==> src/rtl/mux_src_arb.sv <==
// mux_src_arb
// Two-source round-robin arbiter with a registered output stage. It feeds the
// select and data of a downstream 2:1 mux, so SEL and OUT_DATA always update
// on the same edge.
//
// Ports
//   CLK, RST_N           clock, asynchronous active-low reset
//   A_VALID/A_DATA/A_READY  source A handshake
//   B_VALID/B_DATA/B_READY  source B handshake
//   OUT_VALID/OUT_DATA/OUT_READY  registered output handshake
//   SEL                  registered grant index (0 = A, 1 = B)
//   GNT_CNT_A/GNT_CNT_B  wrapping per-source grant counters
//
// state | meaning
// ------+-------------------------------------------------
// EMPTY | output register holds no word (OUT_VALID = 0)
// FULL  | output register holds a word  (OUT_VALID = 1)

module mux_src_arb #(
    parameter int WIDTH = 4,
    parameter int CNT_W = 8
) (
    input  logic             CLK,
    input  logic             RST_N,
    input  logic             A_VALID,
    input  logic [WIDTH-1:0] A_DATA,
    output logic             A_READY,
    input  logic             B_VALID,
    input  logic [WIDTH-1:0] B_DATA,
    output logic             B_READY,
    output logic             OUT_VALID,
    output logic [WIDTH-1:0] OUT_DATA,
    input  logic             OUT_READY,
    output logic             SEL,
    output logic [CNT_W-1:0] GNT_CNT_A,
    output logic [CNT_W-1:0] GNT_CNT_B
);

    typedef enum logic {
        EMPTY = 1'b0,
        FULL  = 1'b1
    } state_t;

    state_t             state;
    logic               last;
    logic [WIDTH-1:0]   out_data_q;
    logic               sel_q;
    logic [CNT_W-1:0]   cnt_a_q;
    logic [CNT_W-1:0]   cnt_b_q;

    logic               load;
    logic               any_gnt;
    logic               gnt_b;

    // On a tie the source opposite to LAST wins; LAST resets to 1 so A wins first.
    always_comb begin
        load    = (state == EMPTY) | OUT_READY;
        any_gnt = A_VALID | B_VALID;
        gnt_b   = B_VALID & (~A_VALID | ~last);
    end

    // Gated by RST_N so neither source sees a handshake while reset is held.
    assign A_READY   = RST_N & load & A_VALID & ~gnt_b;
    assign B_READY   = RST_N & load & gnt_b;

    assign OUT_VALID = (state == FULL);
    assign OUT_DATA  = out_data_q;
    assign SEL       = sel_q;
    assign GNT_CNT_A = cnt_a_q;
    assign GNT_CNT_B = cnt_b_q;

    always_ff @(posedge CLK or negedge RST_N) begin
        if (!RST_N) begin
            state      <= EMPTY;
            last       <= 1'b1;
            out_data_q <= '0;
            sel_q      <= 1'b0;
            cnt_a_q    <= '0;
            cnt_b_q    <= '0;
        end else if (load) begin
            if (any_gnt) begin
                state      <= FULL;
                out_data_q <= gnt_b ? B_DATA : A_DATA;
                sel_q      <= gnt_b;
                last       <= gnt_b;
                if (gnt_b)
                    cnt_b_q <= cnt_b_q + CNT_W'(1);
                else
                    cnt_a_q <= cnt_a_q + CNT_W'(1);
            end else begin
                // Drain: data, select and LAST keep their last values.
                state <= EMPTY;
            end
        end
    end

endmodule

==> config.mk <==
export PLATFORM = sky130hd
export DESIGN_NAME = mux_src_arb
export DESIGN_NICKNAME = d
export VERILOG_FILES = /design/src/rtl/mux_src_arb.sv
export SDC_FILE = /design/constraint.sdc
export NUM_CORES = 1
export LEC_CHECK = 0
export BUFFER_PORTS_ARGS = -buffer_cell sky130_fd_sc_hd__buf_2
export CORE_MARGIN = 10
export CORE_UTILIZATION = 41
export DETAILED_ROUTE_END_ITERATION = 12
export GPL_TIMING_DRIVEN = 1
export PLACE_DENSITY = 0.74
export SLEW_MARGIN = 20
export SYNTH_ARGS = -nofsm -noshare
export SYNTH_HDL_FRONTEND = slang
export SYNTH_SLANG_ARGS = --single-unit
==> constraint.sdc <==
create_clock -name CLK -period 3.5 [get_ports CLK]
set_clock_uncertainty 0.2 [all_clocks]
set_input_delay 0.175 -clock CLK [delete_from_list [all_inputs] [get_ports CLK]]
set_output_delay 0.175 -clock CLK [all_outputs]
set_load 0.02 [all_outputs]
### Word-level counts from Yosys, hierarchy flattened

Index checks and enable logic that the tools add are counted.

| operators by class | value |
|---|---|
| add/subtract/negate cells | 2 |
| mux-type cells | 2 |
| bitwise gates (word level) | 12 |
| reduce and logical (&&, ||, !) cells | 3 |

Operators with widths:

| kind | count |
|---|---|
| $add 8x1->8 const B | 2 |
| $reduce_and 3->1 | 2 |
| $and 1x1->1 | 5 |
| $mux 4 | 1 |
| $not 1->1 | 4 |
| $or 1x1->1 | 3 |
| $reduce_and 2->1 | 1 |
| $mux 1 | 1 |

| storage, ports and cells | value |
|---|---|
| register bits | 23 |
| output and inout bits | 24 |
| logic and storage cells | 25 |

### Longest topological paths before layout

| logic depth | value |
|---|---|
| word-level depth | 5 |
| gate-level depth with buffers | 6 |
| mapped depth without buffers | 4 |

### Worst setup path before layout

OpenSTA, ideal clock, no wires.

| timing path | value |
|---|---|
| path type | reg2out |
| start point | reg state (netlist: OUT_VALID) |
| end point | out B_READY |
| data arrival time | 1.207 ns |
| slack | 1.918 ns |
| stages on the path, launching flop included | 6 |
| cells stage by stage | dfrtp_1 -> nand2b_4 -> and3_1 -> buf_2 -> buf_6 -> and2_1 |

| between the ends | value |
|---|---|
| word-level cells in the longest chain between the ends | 4 |

Ends and longest elaborated chain:

| what | line | source |
|---|---|---|
| from (decl) | 44 | `state_t state;` |
| from (signal assigned) | 74 | `state <= EMPTY;` |
| from (signal assigned) | 82 | `state <= FULL;` |
| from (signal assigned) | 92 | `state <= EMPTY;` |
| $not 1->1 | 57 | `load = (state == EMPTY) \| OUT_READY;` |
| $or 1x1->1 | 57 |  |
| $and 1x1->1 (2 in a row) | 64 | `assign B_READY = RST_N & load & gnt_b;` |
| to (decl) | 30 | `output logic B_READY,` |

No other way between the ends.

### Final worst setup path

| timing path | value |
|---|---|
| start point | in B_VALID |
| end point | reg out_data_q[2] (netlist: OUT_DATA[2]) |

| between the ends | value |
|---|---|
| word-level cells in the longest chain between the ends | 2 |
| elaborated cells on any way between the ends | 4 |
| those cells by class | 1 x mux; 2 x bitwise; 1 x reduce/logical |

Ends and longest elaborated chain:

| what | line | source |
|---|---|---|
| from (decl) | 28 | `input logic B_VALID,` |
| $and 1x1->1 or $or 1x1->1 (tied branches) | 59, 58 |  |
| $mux 4 or $reduce_and 2->1 (tied branches) | -- |  |
| to (signal assigned) | 83 | `out_data_q <= gnt_b ? B_DATA : A_DATA;` |
| to (decl) | 46 | `logic [WIDTH-1:0] out_data_q;` |

Several ways; a longest one is shown, not always the timed one.
A chain may end at the register's enable or synchronous reset.

==> flow_metrics.tcl <==
set metrics [dict create \
    grt-busiest-layer "met2" \
    ff_latch_area_um2 576.8 \
    syn_area_per_cell_um2 12.48 \
    critPathArrivalTime_ns 2.29 \
    ys_ff_latch 23 \
    syn-num-nets 96 \
    drive_above_1_share 0.3538 \
    cts_made_buffers 3 \
    portBuffers 36 \
    use_met2 0.1704 \
    synth_edf_count 0 \
    synthCells 81 \
    maxSlewHeadroom 0.5148 \
    die_h_um 69.66 \
    syn_to_final_growth_pct 33.04 \
    cts_hold_buf 12 \
    max_cap_viol_count 0 \
    dr.pass1.iters 4 \
    slew_viol_final 0 \
    grt_setup_unrepaired "no" \
    antenna_left 0 \
    cts_setup_buffers 0 \
    grt_antenna_before_repair 0 \
    status "complete, no violations" \
    synthMuxAreaShare 0.02228 \
    rows 17 \
    cts_root_buf "clkbuf_4" \
    synthFlopType "dfrtp_1" \
    clk_pin_slew_worst_paths_ns 0.12 \
    tritoncts "yes" \
    multi_input_area_um2 391.6 \
    grt_util_met1 0.1148 \
    pin_count 37 \
    finalCriticalPeriod_ns 2.241 \
    final_net_count 146 \
    fillers 190 \
    grt_max_degree 26 \
    initial_core_util 0.4442 \
    wire_per_inst_um 14.97 \
    power_uw 862.7 \
    ys_types 23 \
    synth_area_mm2 0.001011 \
    antennaDiodeCount 0 \
    grt.overflow.total 0 \
    clk_latency_ns 0.29 \
    synth_adder_area_share 0.02475 \
    die_w_um 69.66 \
    grt_pass1_wl_mm 4.105 \
    die_area_mm2 0.004852 \
    grt_usage 0.09850 \
    ir_drop_mv 0.4433 \
    viasPerCell 5.032 \
    hold_viol_final 0 \
    drt_iter0_markers 21 \
    path_class "in2reg" \
    synth-simple-area-share 0.1584 \
    cp.required_ns 3.55 \
    cts_buffer_depth 2 \
    tightest_slew_ns 0.7203 \
    synth_compound_area_frac 0.06064 \
    setup_tns_ns 0 \
    powerDensity_mw_per_mm2 641.4 \
    htree_levels 1 \
    setup_viol 0 \
    cts.sinks 23 \
    critPathCaptureType "flop" \
    min_period_over_period 0.6402 \
    worst-path-max-fanout 6 \
    dpl.hpwl_mm 1.661 \
    drt-total-wl_mm 2.366 \
    grt_use_met3 0.03281 \
    ys_async_sr_fraction 1.000 \
    gp_congestion 0.7581 \
    power.leakage_uw 0.0006791 \
    reg2regPathDepth 5 \
    seq_area_frac_synth 0.5705 \
    grt_pass1_vias 857 \
    max_freq_mhz 446.3 \
    synth_top_family_by_area "simple AND/OR/NAND/NOR gates" \
    fp.coreArea_mm2 0.002276 \
    synthXorXnorAreaFrac 0.1213 \
    reg2reg_slack_ns 1.31 \
    vias 795 \
    yosysWarnings 0 \
    hold_class "in2async" \
    start_kind "primary input" \
    drc_errors 0 \
    cts_resized 0 \
]
-- critical path: stages --
cell and delay (ns):
dlygate4sd3_1 0.53, buf_2 0.14, o21ai_0 0.57, a222oi_1 0.20, dlygate4sd3_1 0.61, inv_1 0.06
-- placed cells by master, fill, tap and decap left out, types with 2 or more instances in the layout --
cell           instances
inv_1                  4
ha_1                   2
and2_1                 3
nand2_1                4
nand4_1                7
nand3_1                3
and3_1                 4
mux2_2                 2
xnor2_1               12
dfrtp_1               22
xor2_1                 2
clkbuf_4               3
a222oi_1               4
buf_2                 36
dlygate4sd3_1         12
-- cells by family after synthesis --
kind of cell / count (synthesis)
flops: 23
simple gates: 26
buf+inv: 7
fa+ha+maj: 2
xor+xnor: 14
mux: 2
compound gates: 7
-- final timing paths --
check                                          from                       end
setup / recovery                            B_VALID   OUT_DATA[2]$_DFFE_PN0N_
min in group CLK                            A_VALID  GNT_CNT_A[0]$_DFFE_PN0P_
setup reg to reg                   last$_DFFE_PN1N_   OUT_DATA[2]$_DFFE_PN0N_
hold reg to reg            GNT_CNT_A[7]$_DFFE_PN0P_  GNT_CNT_A[7]$_DFFE_PN0P_
hold / removal                                RST_N   OUT_DATA[2]$_DFFE_PN0N_
max in group asynchronous                     RST_N          last$_DFFE_PN1N_
-- metrics by stage --
stage | std cells | instance area, um^2 | setup slack (ns) | util | hold WS [ns]
after floorplan | 81 | 1011 | 1.918 | - | -0.3206
after detailed placement | 142 | 1199 | 1.809 | 0.5267 | -0.01778
after global routing | 158 | 1345 | 1.157 | 0.5910 | 0.1686
after CTS | 158 | 1345 | 1.370 | 0.5910 | 0.1727
after global placement | 142 | 1199 | 1.847 | 0.5267 | -0.02595
final | 158 | 1345 | 1.259 | 0.5910 | 0.1588
-- Yosys cell counts, types with 2 or more instances --
library cell  count  share of area
dfrtp_1          22           0.54
xnor2_1          12           0.10
nand4_1           7          0.043
a222oi_1          4          0.040
and3_1            4          0.025
inv_1             4          0.015
nand2_1           4          0.015
and2_1            3          0.019
nand3_1           3          0.015
buf_6             2          0.022
ha_1              2          0.025
mux2_2            2          0.022
xor2_1            2          0.017
-- power by group --
part | switching, uW | internal (uW)
clock | 73.8 | 44.3
combinational | 185 | 141
sequential | 79.7 | 339
-- flip-flops by register name, indices dropped and copies added (netlist names) --
name	count
GNT_CNT_A	8
last	1
OUT_DATA	4
SEL	1
GNT_CNT_B	8
OUT_VALID	1
-- cell type report --
| class | instances | area share |
|---|---|---|
| clock buffer | 4 | 0.01953 |
| sequential | 23 | 0.4288 |
| timing repair buffer | 48 | 0.2233 |
| multi-input combinational | 51 | 0.2912 |
| tap | 28 | 0.02605 |
| inverter | 4 | 0.01116 |
-- metal layers --
metal | vias to the layer above | routed length (um)
li1 | 387 | -
met1 | 385 | 1064
met2 | 21 | 1162
met3 | 2 | 127
met4 | 0 | 12
met5 | - | 0
Power figures use the tool's default switching activity.
